File: src/rtl/alu_pkg.sv
// rtl/alu_pkg.sv - shared types and constants for the ALU command queue
package alu_pkg;

    localparam int DEFAULT_WIDTH = 16;

    typedef enum logic [1:0] {
        OP_ADD = 2'b00,
        OP_SUB = 2'b01,
        OP_MUL = 2'b10,
        OP_DIV = 2'b11
    } alu_op_e;

    typedef enum logic [1:0] {
        IDLE  = 2'b00,
        DRIVE = 2'b01,
        HOLD  = 2'b10
    } issue_state_e;

endpackage

File: src/rtl/alu_cmd_fifo.sv
// rtl/alu_cmd_fifo.sv - command FIFO: storage, wrapping pointers and occupancy count
module alu_cmd_fifo #(
    parameter int DW    = 34,
    parameter int DEPTH = 4,
    localparam int AW   = $clog2(DEPTH),
    localparam int CW   = AW + 1
) (
    input  logic          clk,
    input  logic          rst,
    input  logic          push,
    input  logic [DW-1:0] wdata,
    input  logic          pop,
    output logic [DW-1:0] rdata,
    output logic [CW-1:0] count,
    output logic          ready
);

    localparam logic [CW-1:0] FULL_CNT = CW'(DEPTH);

    logic [DW-1:0] mem_q [DEPTH];
    logic [DW-1:0] mem_d [DEPTH];
    logic [AW-1:0] wr_ptr_q, wr_ptr_d;
    logic [AW-1:0] rd_ptr_q, rd_ptr_d;
    logic [CW-1:0] count_q, count_d;
    logic          push_ok;
    logic          pop_ok;

    // Space is judged only from the registered count; a pop this cycle gives no credit.
    assign ready = (count_q < FULL_CNT);
    assign count = count_q;
    assign rdata = mem_q[rd_ptr_q];

    // Next-state for storage, pointers (natural power-of-two wrap) and count.
    always_comb begin
        mem_d    = mem_q;
        wr_ptr_d = wr_ptr_q;
        rd_ptr_d = rd_ptr_q;
        count_d  = count_q;
        push_ok  = push && ready;
        pop_ok   = pop && (count_q != '0);
        if (push_ok) begin
            mem_d[wr_ptr_q] = wdata;
            wr_ptr_d        = wr_ptr_q + AW'(1);
        end
        if (pop_ok) begin
            rd_ptr_d = rd_ptr_q + AW'(1);
        end
        case ({push_ok, pop_ok})
            2'b10:   count_d = count_q + CW'(1);
            2'b01:   count_d = count_q - CW'(1);
            default: count_d = count_q;
        endcase
    end

    // FIFO state registers with asynchronous clear.
    always_ff @(posedge clk or posedge rst) begin
        if (rst) begin
            for (int i = 0; i < DEPTH; i++) begin
                mem_q[i] <= '0;
            end
            wr_ptr_q <= '0;
            rd_ptr_q <= '0;
            count_q  <= '0;
        end else begin
            mem_q    <= mem_d;
            wr_ptr_q <= wr_ptr_d;
            rd_ptr_q <= rd_ptr_d;
            count_q  <= count_d;
        end
    end

endmodule

File: src/rtl/alu_cmd_queue.sv
// rtl/alu_cmd_queue.sv - queues ALU commands, issues them one at a time and holds results
module alu_cmd_queue
    import alu_pkg::*;
#(
    parameter int WIDTH = DEFAULT_WIDTH,
    parameter int DEPTH = 4,
    localparam int CW   = $clog2(DEPTH) + 1
) (
    input  logic             clk,
    input  logic             rst,
    input  logic             cmd_valid,
    output logic             cmd_ready,
    input  logic [WIDTH-1:0] cmd_a,
    input  logic [WIDTH-1:0] cmd_b,
    input  logic [1:0]       cmd_sel,
    output logic [WIDTH-1:0] alu_ina,
    output logic [WIDTH-1:0] alu_inb,
    output logic [1:0]       alu_sel,
    input  logic [WIDTH-1:0] alu_out,
    input  logic             alu_ovf,
    output logic             res_valid,
    input  logic             res_ready,
    output logic [WIDTH-1:0] res_data,
    output logic             res_ovf,
    output logic             ovf_sticky,
    input  logic             ovf_clr,
    output logic [CW-1:0]    count
);

    localparam int DW = 2 * WIDTH + 2;

    issue_state_e     state_q, state_d;
    logic [WIDTH-1:0] op_a_q, op_a_d;
    logic [WIDTH-1:0] op_b_q, op_b_d;
    alu_op_e          op_sel_q, op_sel_d;
    logic [WIDTH-1:0] res_data_q, res_data_d;
    logic             res_ovf_q, res_ovf_d;
    logic             res_valid_q, res_valid_d;
    logic             ovf_sticky_q, ovf_sticky_d;

    logic [DW-1:0]    fifo_wdata;
    logic [DW-1:0]    fifo_rdata;
    logic [CW-1:0]    fifo_count;
    logic             fifo_ready;
    logic             fifo_push;
    logic             fifo_pop;
    logic             fifo_has_cmd;
    logic             capture;

    // Commands are stored as {a, b, sel}; sel is passed through uninterpreted.
    assign fifo_wdata   = {cmd_a, cmd_b, cmd_sel};
    assign fifo_push    = cmd_valid && fifo_ready;
    assign fifo_has_cmd = (fifo_count != '0);

    alu_cmd_fifo #(
        .DW    (DW),
        .DEPTH (DEPTH)
    ) u_fifo (
        .clk   (clk),
        .rst   (rst),
        .push  (fifo_push),
        .wdata (fifo_wdata),
        .pop   (fifo_pop),
        .rdata (fifo_rdata),
        .count (fifo_count),
        .ready (fifo_ready)
    );

    assign cmd_ready  = fifo_ready;
    assign count      = fifo_count;
    assign alu_ina    = op_a_q;
    assign alu_inb    = op_b_q;
    assign alu_sel    = op_sel_q;
    assign res_valid  = res_valid_q;
    assign res_data   = res_data_q;
    assign res_ovf    = res_ovf_q;
    assign ovf_sticky = ovf_sticky_q;

    // Issue FSM: pop into operand registers, sample the ALU for one cycle, hold until taken.
    always_comb begin
        state_d      = state_q;
        op_a_d       = op_a_q;
        op_b_d       = op_b_q;
        op_sel_d     = op_sel_q;
        res_data_d   = res_data_q;
        res_ovf_d    = res_ovf_q;
        res_valid_d  = res_valid_q;
        ovf_sticky_d = ovf_sticky_q;
        fifo_pop     = 1'b0;
        capture      = 1'b0;
        case (state_q)
            IDLE: begin
                if (fifo_has_cmd) begin
                    fifo_pop = 1'b1;
                    state_d  = DRIVE;
                end
            end
            DRIVE: begin
                capture     = 1'b1;
                res_data_d  = alu_out;
                res_ovf_d   = alu_ovf;
                res_valid_d = 1'b1;
                state_d     = HOLD;
            end
            HOLD: begin
                if (res_ready) begin
                    res_valid_d = 1'b0;
                    if (fifo_has_cmd) begin
                        fifo_pop = 1'b1;
                        state_d  = DRIVE;
                    end else begin
                        state_d = IDLE;
                    end
                end
            end
            default: state_d = IDLE;
        endcase
        if (fifo_pop) begin
            op_a_d   = fifo_rdata[DW-1 -: WIDTH];
            op_b_d   = fifo_rdata[2 +: WIDTH];
            op_sel_d = alu_op_e'(fifo_rdata[1:0]);
        end
        // A new overflow in the same cycle as a clear must win.
        if (ovf_clr) begin
            ovf_sticky_d = 1'b0;
        end
        if (capture && alu_ovf) begin
            ovf_sticky_d = 1'b1;
        end
    end

    // FSM, operand and result registers with asynchronous clear.
    always_ff @(posedge clk or posedge rst) begin
        if (rst) begin
            state_q      <= IDLE;
            op_a_q       <= '0;
            op_b_q       <= '0;
            op_sel_q     <= OP_ADD;
            res_data_q   <= '0;
            res_ovf_q    <= 1'b0;
            res_valid_q  <= 1'b0;
            ovf_sticky_q <= 1'b0;
        end else begin
            state_q      <= state_d;
            op_a_q       <= op_a_d;
            op_b_q       <= op_b_d;
            op_sel_q     <= op_sel_d;
            res_data_q   <= res_data_d;
            res_ovf_q    <= res_ovf_d;
            res_valid_q  <= res_valid_d;
            ovf_sticky_q <= ovf_sticky_d;
        end
    end

endmodule

File: config.mk
export PLATFORM = sky130hd
export DESIGN_NAME = alu_cmd_queue
export DESIGN_NICKNAME = d
export VERILOG_FILES = /design/src/rtl/alu_pkg.sv /design/src/rtl/alu_cmd_fifo.sv /design/src/rtl/alu_cmd_queue.sv
export SDC_FILE = /design/constraint.sdc
export NUM_CORES = 1
export LEC_CHECK = 0
export ABC_AREA = 1
export CORE_AREA = 4 4 133 135
export CTS_CLUSTER_SIZE = 16
export DETAILED_ROUTE_END_ITERATION = 12
export DIE_AREA = 0 0 137 139
export PLACE_DENSITY = 0.82
export SLEW_MARGIN = 20
export SYNTH_ARGS = -nofsm -noshare
export SYNTH_HDL_FRONTEND = slang
export SYNTH_SLANG_ARGS = --single-unit
export TNS_END_PERCENT = 5
File: constraint.sdc
create_clock -name clk -period 8.5 [get_ports clk]
set_input_delay 1.7 -clock clk [delete_from_list [all_inputs] [get_ports clk]]
set_output_delay 1.7 -clock clk [all_outputs]
set_load 0.005 [all_outputs]
==> results_dict.tcl, run 1 <==
set metrics [dict create \
    multi_input_area_sq_um 3080 \
    cp_slowest_cell "nor2_4" \
    cp_max_fo 37 \
    max_stage_delay_ns 0.78 \
    io_pins 113 \
    min_period_ns 3.85 \
    syn-cell-area_sq_um 9140 \
    skew_ns 0.00839 \
    arrival_ns 4.17 \
    area_growth_pct 17.4 \
    regArea_sq_um 4960 \
    rows 47 \
    synth-async-reset-ratio 1.00 \
    setup_viol 0 \
    grt_use_total 0.216 \
    path_cells "clkdlybuf4s50_1 > o21ai_2 > nor2_4 > ha_1 > inv_1 > fa_1 > nand2_1 > nand3_1 > xor2_1" \
    use_met2 0.356 \
    timing_worst_setup_path_type "in -> reg" \
    period_share 0.453 \
    port-buffer-count 112 \
    hold_class "reg -> reg" \
    antenna_found_initial 0 \
    busiest_layer "met2" \
    maxSlewHeadroom 0.339 \
    cts_buffer_depth 2 \
    core_sq_um 16500 \
    r2r_start "state_q[1]$_DFFE_PP0P_" \
    vias_per_cell 4.97 \
    r2r_end "u_fifo.count[2]$_DFFE_PP0P_" \
    yosysMostFrequentCell "nand2_1" \
    initial_utilization 0.555 \
    drv_slew 0 \
    ctsResizeCount 0 \
    start_kind "input pin" \
    hold_start "res_data[11]$_DFFE_PP0P_" \
    ys_ff_latch 198 \
    seq_area_frac_synth 0.542 \
    drtIter0Drc 659 \
    powerDensity_nw_per_um2 381 \
    firstDrtPassIters 5 \
    n_fill_cell 1375 \
    drt_wl_total_mm 19.7 \
    nets 1285 \
    cts_tree "built" \
    grt_util_met3 0.0356 \
    synth_cell_types 23 \
    leakage_nw 5.73 \
    drive_gt1_frac 0.0486 \
    antenna_left 0 \
    tightest_slew_ns 0.988 \
    clock_sinks 198 \
    cts_hold_buf 0 \
    clkLatencyLatePin_ns 0.43 \
    cts-buffers-inserted 17 \
    syn_inst 1147 \
    yosysWarnings 0 \
    synth_edf_count 0 \
    grt-ovfl-total 0 \
    p_int_w 0.00250 \
    r2r_cells 9 \
    place.gp.congestion 0.749 \
    combPwrFrac 0.411 \
    wl_per_cell_microns 13.5 \
    synthTopCellsByArea "dfrtp_1 (54%), nand2_1 (19%), inv_1 (7.4%)" \
    drv_cap 0 \
    diodes 0 \
    power.switching_w 0.00159 \
    htree_levels 4 \
    syn_avg_cell_area_sq_um 7.97 \
    synthFlopType "dfrtp_1" \
    via_count 7226 \
    r2r_setup_slack_ns 5.94 \
    min_path_cells 2 \
    cp.required_ns 8.82 \
    whs_endpoint "res_data[11]$_DFFE_PP0P_" \
    fmax_mhz 260 \
    die_y_microns 139 \
    rsz0062_at_grt "false" \
    dp_hpwl_mm 11.2 \
    peakVddDrop_mv 0.186 \
    die-area_sq_um 19000 \
    end_kind "register" \
    syn_nets 1209 \
    drc 0 \
    grt_pass1_wl_mm 33.1 \
    synth_top_cell_by_area "dfrtp_1" \
    clk_pin_slew_worst_paths_ns 0.06 \
    netSwitchingFraction 0.389 \
    root_buffer "clkbuf_16" \
    placedCellCount 1424 \
    fin_tns_setup_ns 0 \
    finalNonFillerCells 1455 \
    synth_top_cell_area_share 0.542 \
    grt_max_degree 121 \
    use_met1 0.290 \
    dieWidth_microns 137 \
    finalHoldViolCount 0 \
    pwr-share-seq 0.402 \
    p_clk_frac 0.187 \
    postCtsSetupBuffers 0 \
    ys_top_cells_by_count "nand2_1 (469), dfrtp_1 (198), inv_1 (179)" \
    status "finished clean" \
    grt_pass1_vias 6814 \
]
-- sequential cells by signal (all words and copies together) (netlist names) --
name,flops
u_fifo.mem_q,136
alu_ina,16
alu_inb,16
res_data,16
u_fifo.count,3
alu_sel,2
state_q,2
u_fifo.rd_ptr_q,2
u_fifo.wr_ptr_q,2
ovf_sticky,1
res_ovf,1
res_valid,1
-- placed cells by master (no fill, tap or decap), types with 3 or more instances in the layout --
cell type and n:
dfrtp_1 196, xor2_1 3, inv_1 178, o21ai_2 6
nand2_1 469, clkbuf_16 17, clkbuf_1 3, nand2_4 6
clkinv_2 4, nand3_1 70, clkdlybuf4s50_1 112, inv_2 8
buf_4 3, ha_1 5, o21ai_1 27, o21ai_0 108
clkbuf_8 3
-- power groups by stage --
stage,Combinational [W],Clock [W],Sequential [W]
after global placement,0.00162,0,0.00163
after detailed placement,0.00168,0,0.00165
final,0.00168,0.000763,0.00164
after CTS,0.00170,0.000771,0.00164
after global routing,0.00194,0.000817,0.00169
after floorplan,0.00123,0,0.00158
-- metrics by stage --
stage | power [W] | instance area, sq um | util | hold slack [ns] | setup WS (ns)
floorplan | 0.00282 | 9140 | - | 0.453 | 1.40
CTS | 0.00411 | 10700 | 0.651 | 0.474 | 4.65
global route | 0.00444 | 10700 | 0.651 | 0.493 | 4.44
detailed placement | 0.00332 | 10200 | 0.618 | 0.457 | 4.21
finish | 0.00409 | 10700 | 0.651 | 0.470 | 4.65
global placement | 0.00326 | 10200 | 0.618 | 0.454 | 4.24
-- kinds of logic (layout without fill, tap and decap cells) --
logic type	count (synthesis)	count (layout)	synth area share
AND/OR/NAND/NOR	551	551	0.244
buffers and inverters	246	334	0.121
flip-flops	198	198	0.542
AO/OA/AOI/OAI	142	142	0.0803
adder cells (fa/ha/maj)	6	6	0.00904
XOR/XNOR	4	4	0.00384
-- worst max-delay path: cells and delay by family --
| family | cells | cell delay [ns] |
|---|---|---|
| compound gates | 1 | 0.11 |
| buf+inv | 2 | 0.60 |
| simple gates | 3 | 0.94 |
| xor+xnor | 1 | 0.14 |
| fa+ha+maj | 2 | 0.67 |
-- area by class of cell --
| cell class | count | share of cell area |
|---|---|---|
| well taps | 220 | 0.0257 |
| inverters | 188 | 0.0672 |
| repair buffers | 115 | 0.107 |
| clock buffers | 23 | 0.0446 |
| clock inverters | 8 | 0.00688 |
| multi-input cells | 703 | 0.287 |
| flip-flops and latches | 198 | 0.462 |
-- worst max path at each step --
stage              start                     endpoint  slack, ns  cells past startpoint
5_1_grt        res_ready  u_fifo.count[2]$_DFFE_PP0P_       4.44                      9
2_1_floorplan        rst       alu_ina[0]$_DFFE_PP0N_       1.40                      1
3_5_place_dp   res_ready  u_fifo.count[2]$_DFFE_PP0P_       4.21                      9
3_3_place_gp   res_ready  u_fifo.count[2]$_DFFE_PP0P_       4.24                      9
6_report       res_ready  u_fifo.count[2]$_DFFE_PP0P_       4.65                      9
4_1_cts        res_ready  u_fifo.count[2]$_DFFE_PP0P_       4.65                      9
-- routing by layer --
metal  vias to the layer above  routed length, microns
li1                       3607                       -
met1                      3424                    8700
met2                       167                    9780
met3                        28                     872
met4                         0                     330
met5                         -                       0
Note: power is estimated with default switching activity, not from simulation.
==> run 2: changes to the inputs <==
==> constraint.sdc (replaced) <==
create_clock -name clk -period 3.9 [get_ports clk]
set_input_delay 0.78 -clock clk [delete_from_list [all_inputs] [get_ports clk]]
set_output_delay 0.78 -clock clk [all_outputs]
set_load 0.005 [all_outputs]
==> results_dict.tcl, run 2 (same netlist as run 1, synthesis figures left out) <==
set metrics [dict create \
    status "finished clean" \
    regArea_sq_um 4960 \
    core_sq_um 16500 \
    io_pins 113 \
    drv_slew 0 \
    place_area_sq_um 10300 \
    r2r_start "state_q[1]$_DFFE_PP0P_" \
    firstDrtPassIters 5 \
    min_period_ns 2.24 \
    drv_cap 0 \
    use_met2 0.377 \
    cts-buffers-inserted 17 \
    timing_worst_setup_path_type "reg -> out" \
    start_kind "register" \
    grt_util_met3 0.0374 \
    grt_max_degree 71 \
    area_growth_pct 19.3 \
    clkLatencyLatePin_ns 0.43 \
    port-buffer-count 112 \
    cp_max_fo 4 \
    grt-ovfl-total 0 \
    crit_path_start "u_fifo.count[2]$_DFFE_PP0P_" \
    placedCellCount 1432 \
    rsz0062_at_grt "false" \
    cp_slowest_cell "clkdlybuf4s50_1" \
    die_y_microns 139 \
    dp_hpwl_mm 11.8 \
    clk_pin_slew_worst_paths_ns 0.07 \
    initial_utilization 0.555 \
    via_count 7352 \
    maxSlewHeadroom 0.451 \
    antenna_left 0 \
    finalNonFillerCells 1464 \
    setup_viol 0 \
    grt_pass1_vias 7268 \
    arrival_ns 1.46 \
    hold_start "res_ovf$_DFFE_PP0P_" \
    drtIter0Drc 582 \
    largest_reg_flops 136 \
    cp.required_ns 3.12 \
    powerDensity_nw_per_um2 840 \
    drc 0 \
    cts_hold_buf 0 \
    end_kind "primary output" \
    grt_use_total 0.226 \
    place.gp.congestion 0.745 \
    multi_input_area_sq_um 3080 \
    fmax_mhz 447 \
    ctsResizeCount 0 \
    busiest_layer "met2" \
    antenna_found_initial 0 \
    grt_pass1_wl_mm 34.8 \
    die-area_sq_um 19000 \
    vias_per_cell 5.02 \
    max_stage_delay_ns 0.52 \
    path_cells "inv_2 > clkdlybuf4s50_1" \
    diodes 0 \
    stdcell_area_sq_um 10900 \
    leakage_nw 5.81 \
    wl_per_cell_microns 13.8 \
    drt_wl_total_mm 20.2 \
    clock_sinks 198 \
    use_met1 0.292 \
    final_common_cell "nand2_1" \
    n_fill_cell 1329 \
    peakVddDrop_mv 0.541 \
    dpl_worst_slack_ns 1.29 \
    root_buffer "clkbuf_16" \
    hold_class "reg -> reg" \
    nets 1293 \
    dieWidth_microns 137 \
    htree_levels 4 \
    top_register "u_fifo.mem_q" \
    drive_gt1_frac 0.0579 \
    cts_tree "built" \
    tightest_slew_ns 0.824 \
    final_cell_mix "nand2_1 (469), dfrtp_1 (196), inv_1 (178), clkdlybuf4s50_1 (112), o21ai_0 (108)" \
    rows 47 \
    skew_ns 0.00847 \
    power_w 0.00915 \
    fin_tns_setup_ns 0 \
    period_share 0.573 \
    finalHoldViolCount 0 \
    layout_setup_ws_ns 1.66 \
    postCtsSetupBuffers 0 \
    cts_buffer_depth 2 \
]
[run 2: critical path: cells and delay by family, from the launching register on]
| kind | cells | cell delay [ns] |
|---|---|---|
| flip-flops | 1 | 0.39 |
| buffers and inverters | 2 | 0.63 |
[run 2: path summary, 6_finish.rpt]
path                       cells after the start  slack, ns                            to
max in group asynchronous                      4       2.28  u_fifo.mem_q[55]$_DFFE_PP0P_
max reg2reg                                    9       2.12   u_fifo.count[2]$_DFFE_PP0P_
min                                            2       0.47           res_ovf$_DFFE_PP0P_
max                                            2       1.66                     cmd_ready
min in group asynchronous                      2       0.76   u_fifo.count[0]$_DFFE_PP0P_
min reg2reg                                    2       0.47           res_ovf$_DFFE_PP0P_
[run 2: final cells by class]
type / instances / area share
Clock buffer: 19 / 0.0416
Clock inverter: 13 / 0.0157
Inverter: 188 / 0.0660
Multi-Input combinational cell: 703 / 0.282
Sequential cell: 198 / 0.455
Tap cell: 220 / 0.0253
Timing Repair Buffer: 123 / 0.114
[run 2: report_power, final]
group          leakage, nW  internal [W]  switching, W  total, W
combinational         3.03       0.00154       0.00227   0.00381
sequential            2.49       0.00300      0.000492   0.00350
clock                0.294       0.00105      0.000793   0.00185
total                 5.81       0.00559       0.00355   0.00915
[run 2: through the flow]
step / utilization / hold slack, ns
after global placement: 0.624 / 0.453
after floorplan: - / 0.453
after detailed placement: 0.624 / 0.458
after CTS: 0.662 / 0.475
final: 0.662 / 0.474
after global routing: 0.662 / 0.493
[run 2: per-layer routing]
layer	share of wire	vias to the layer above
met5	0	-
li1	-	3619
met1	0.44	3531
met2	0.50	162
met3	0.036	40
met4	0.023	0
==> run 3: changes to the inputs <==
==> constraint.sdc (replaced) <==
create_clock -name clk -period 2.15 [get_ports clk]
set_input_delay 0.43 -clock clk [delete_from_list [all_inputs] [get_ports clk]]
set_output_delay 0.43 -clock clk [all_outputs]
set_load 0.005 [all_outputs]
==> results_dict.tcl, run 3 (same netlist as run 1, synthesis figures left out) <==
set metrics [dict create \
    status "finished clean" \
    period_share 0.876 \
    dieWidth_microns 137 \
    finalHoldViolCount 0 \
    r2r_cells 9 \
    skew_ns 0.00675 \
    rsz0062_at_grt "false" \
    critPathCapture "cmd_ready" \
    place_area_sq_um 10400 \
    cts-buffers-inserted 17 \
    maxSlewHeadroom 0.670 \
    area_growth_pct 20.5 \
    port-buffer-count 112 \
    tightest_slew_ns 0.494 \
    htree_levels 4 \
    cp_max_fo 4 \
    via_count 7305 \
    initial_utilization 0.555 \
    nets 1301 \
    drive_gt1_frac 0.0639 \
    grt_max_degree 82 \
    diodes 0 \
    leakage_nw 5.88 \
    stdcell_area_sq_um 11000 \
    dpl_worst_slack_ns -0.0877 \
    fmax_mhz 531 \
    finalNonFillerCells 1472 \
    end_kind "primary output" \
    timing_worst_setup_path_type "reg -> out" \
    clkLatencyLatePin_ns 0.43 \
    r2r_setup_slack_ns 0.37 \
    die-area_sq_um 19000 \
    grt_pass1_vias 7140 \
    core_sq_um 16500 \
    final_common_cell "nand2_1" \
    rows 47 \
    power_w 0.0165 \
    top_register "u_fifo.mem_q" \
    drt_wl_total_mm 20.2 \
    clock_sinks 198 \
    antenna_found_initial 0 \
    layout_setup_ws_ns 0.267 \
    r2r_start "state_q[1]$_DFFE_PP0P_" \
    place.gp.congestion 0.761 \
    cts_hold_buf 0 \
    clk_pin_slew_worst_paths_ns 0.07 \
    root_buffer "clkbuf_16" \
    peakVddDrop_mv 1.04 \
    drv_slew 0 \
    start_kind "register" \
    io_pins 113 \
    cp.required_ns 1.72 \
    r2r_end "u_fifo.count[2]$_DFFE_PP0P_" \
    wl_per_cell_microns 13.7 \
    setup_viol 0 \
    dp_hpwl_mm 12.5 \
    ctsResizeCount 0 \
    hold_class "in -> async" \
    vias_per_cell 4.96 \
    firstDrtPassIters 6 \
    drtIter0Drc 585 \
    largest_reg_flops 136 \
    crit_path_start "u_fifo.count[2]$_DFFE_PP0P_" \
    drc 0 \
    arrival_ns 1.45 \
    final_cell_mix "nand2_1 (469), dfrtp_1 (196), inv_1 (178), clkdlybuf4s50_1 (112), o21ai_0 (108)" \
    grt-ovfl-total 0 \
    cts_buffer_depth 2 \
    powerDensity_nw_per_um2 1500 \
    drv_cap 0 \
    grt_pass1_wl_mm 34.7 \
    grt_use_total 0.225 \
    antenna_left 0 \
    cts_tree "built" \
    postCtsSetupBuffers 0 \
    min_period_ns 1.88 \
    placedCellCount 1440 \
    die_y_microns 139 \
    final_core_util 0.668 \
]
-- run 3: through the flow --
step                      setup TNS (ns)  hold WS [ns]
after floorplan                  -166.39         0.453
after global placement           -0.0665         0.453
after detailed placement          -0.104         0.458
after CTS                              0         0.248
after global routing                   0         0.262
final                                  0         0.263
-- run 3: routing by layer --
| metal | global-route usage | routed length [microns] | up-vias |
|---|---|---|---|
| met4 | 0.0646 | 301 | 0 |
| met2 | 0.379 | 10200 | 192 |
| li1 | - | - | 3631 |
| met1 | 0.297 | 8660 | 3456 |
| met5 | 0 | 0 | - |
| met3 | 0.0406 | 1030 | 26 |
-- run 3: cell type report --
| class | count | area (sq um) |
|---|---|---|
| fillers | 1283 | 5460 |
| inverters | 188 | 717 |
| well taps | 220 | 275 |
| repair buffers | 131 | 1410 |
| multi-input cells | 703 | 3080 |
| clock buffers | 18 | 439 |
| clock inverters | 14 | 126 |
| flip-flops and latches | 198 | 4960 |
-- run 3: worst min path at each step --
stage / from / end / slack (ns) / depth (start not counted)
after floorplan: u_fifo.mem_q[0]$_DFFE_PP0P_ / u_fifo.mem_q[0]$_DFFE_PP0P_ / 0.45 / 2
after global placement: res_data[15]$_DFFE_PP0P_ / res_data[15]$_DFFE_PP0P_ / 0.45 / 2
after detailed placement: res_data[13]$_DFFE_PP0P_ / res_data[13]$_DFFE_PP0P_ / 0.46 / 2
after CTS: rst / u_fifo.count[0]$_DFFE_PP0P_ / 0.25 / 2
after global routing: rst / u_fifo.count[2]$_DFFE_PP0P_ / 0.26 / 2
final: rst / u_fifo.count[2]$_DFFE_PP0P_ / 0.26 / 2
-- run 3: power by group --
group	switching [W]	internal (W)	leakage (nW)
sequential	0.000910	0.00545	2.49
combinational	0.00413	0.00298	3.11
clock	0.00141	0.00164	0.277
total	0.00646	0.0101	5.88
-- run 3: worst max-delay path, stage by stage (launching register included) --
cell and delay, ns:
dfrtp_1 0.39, inv_2 0.12, clkdlybuf4s50_1 0.52
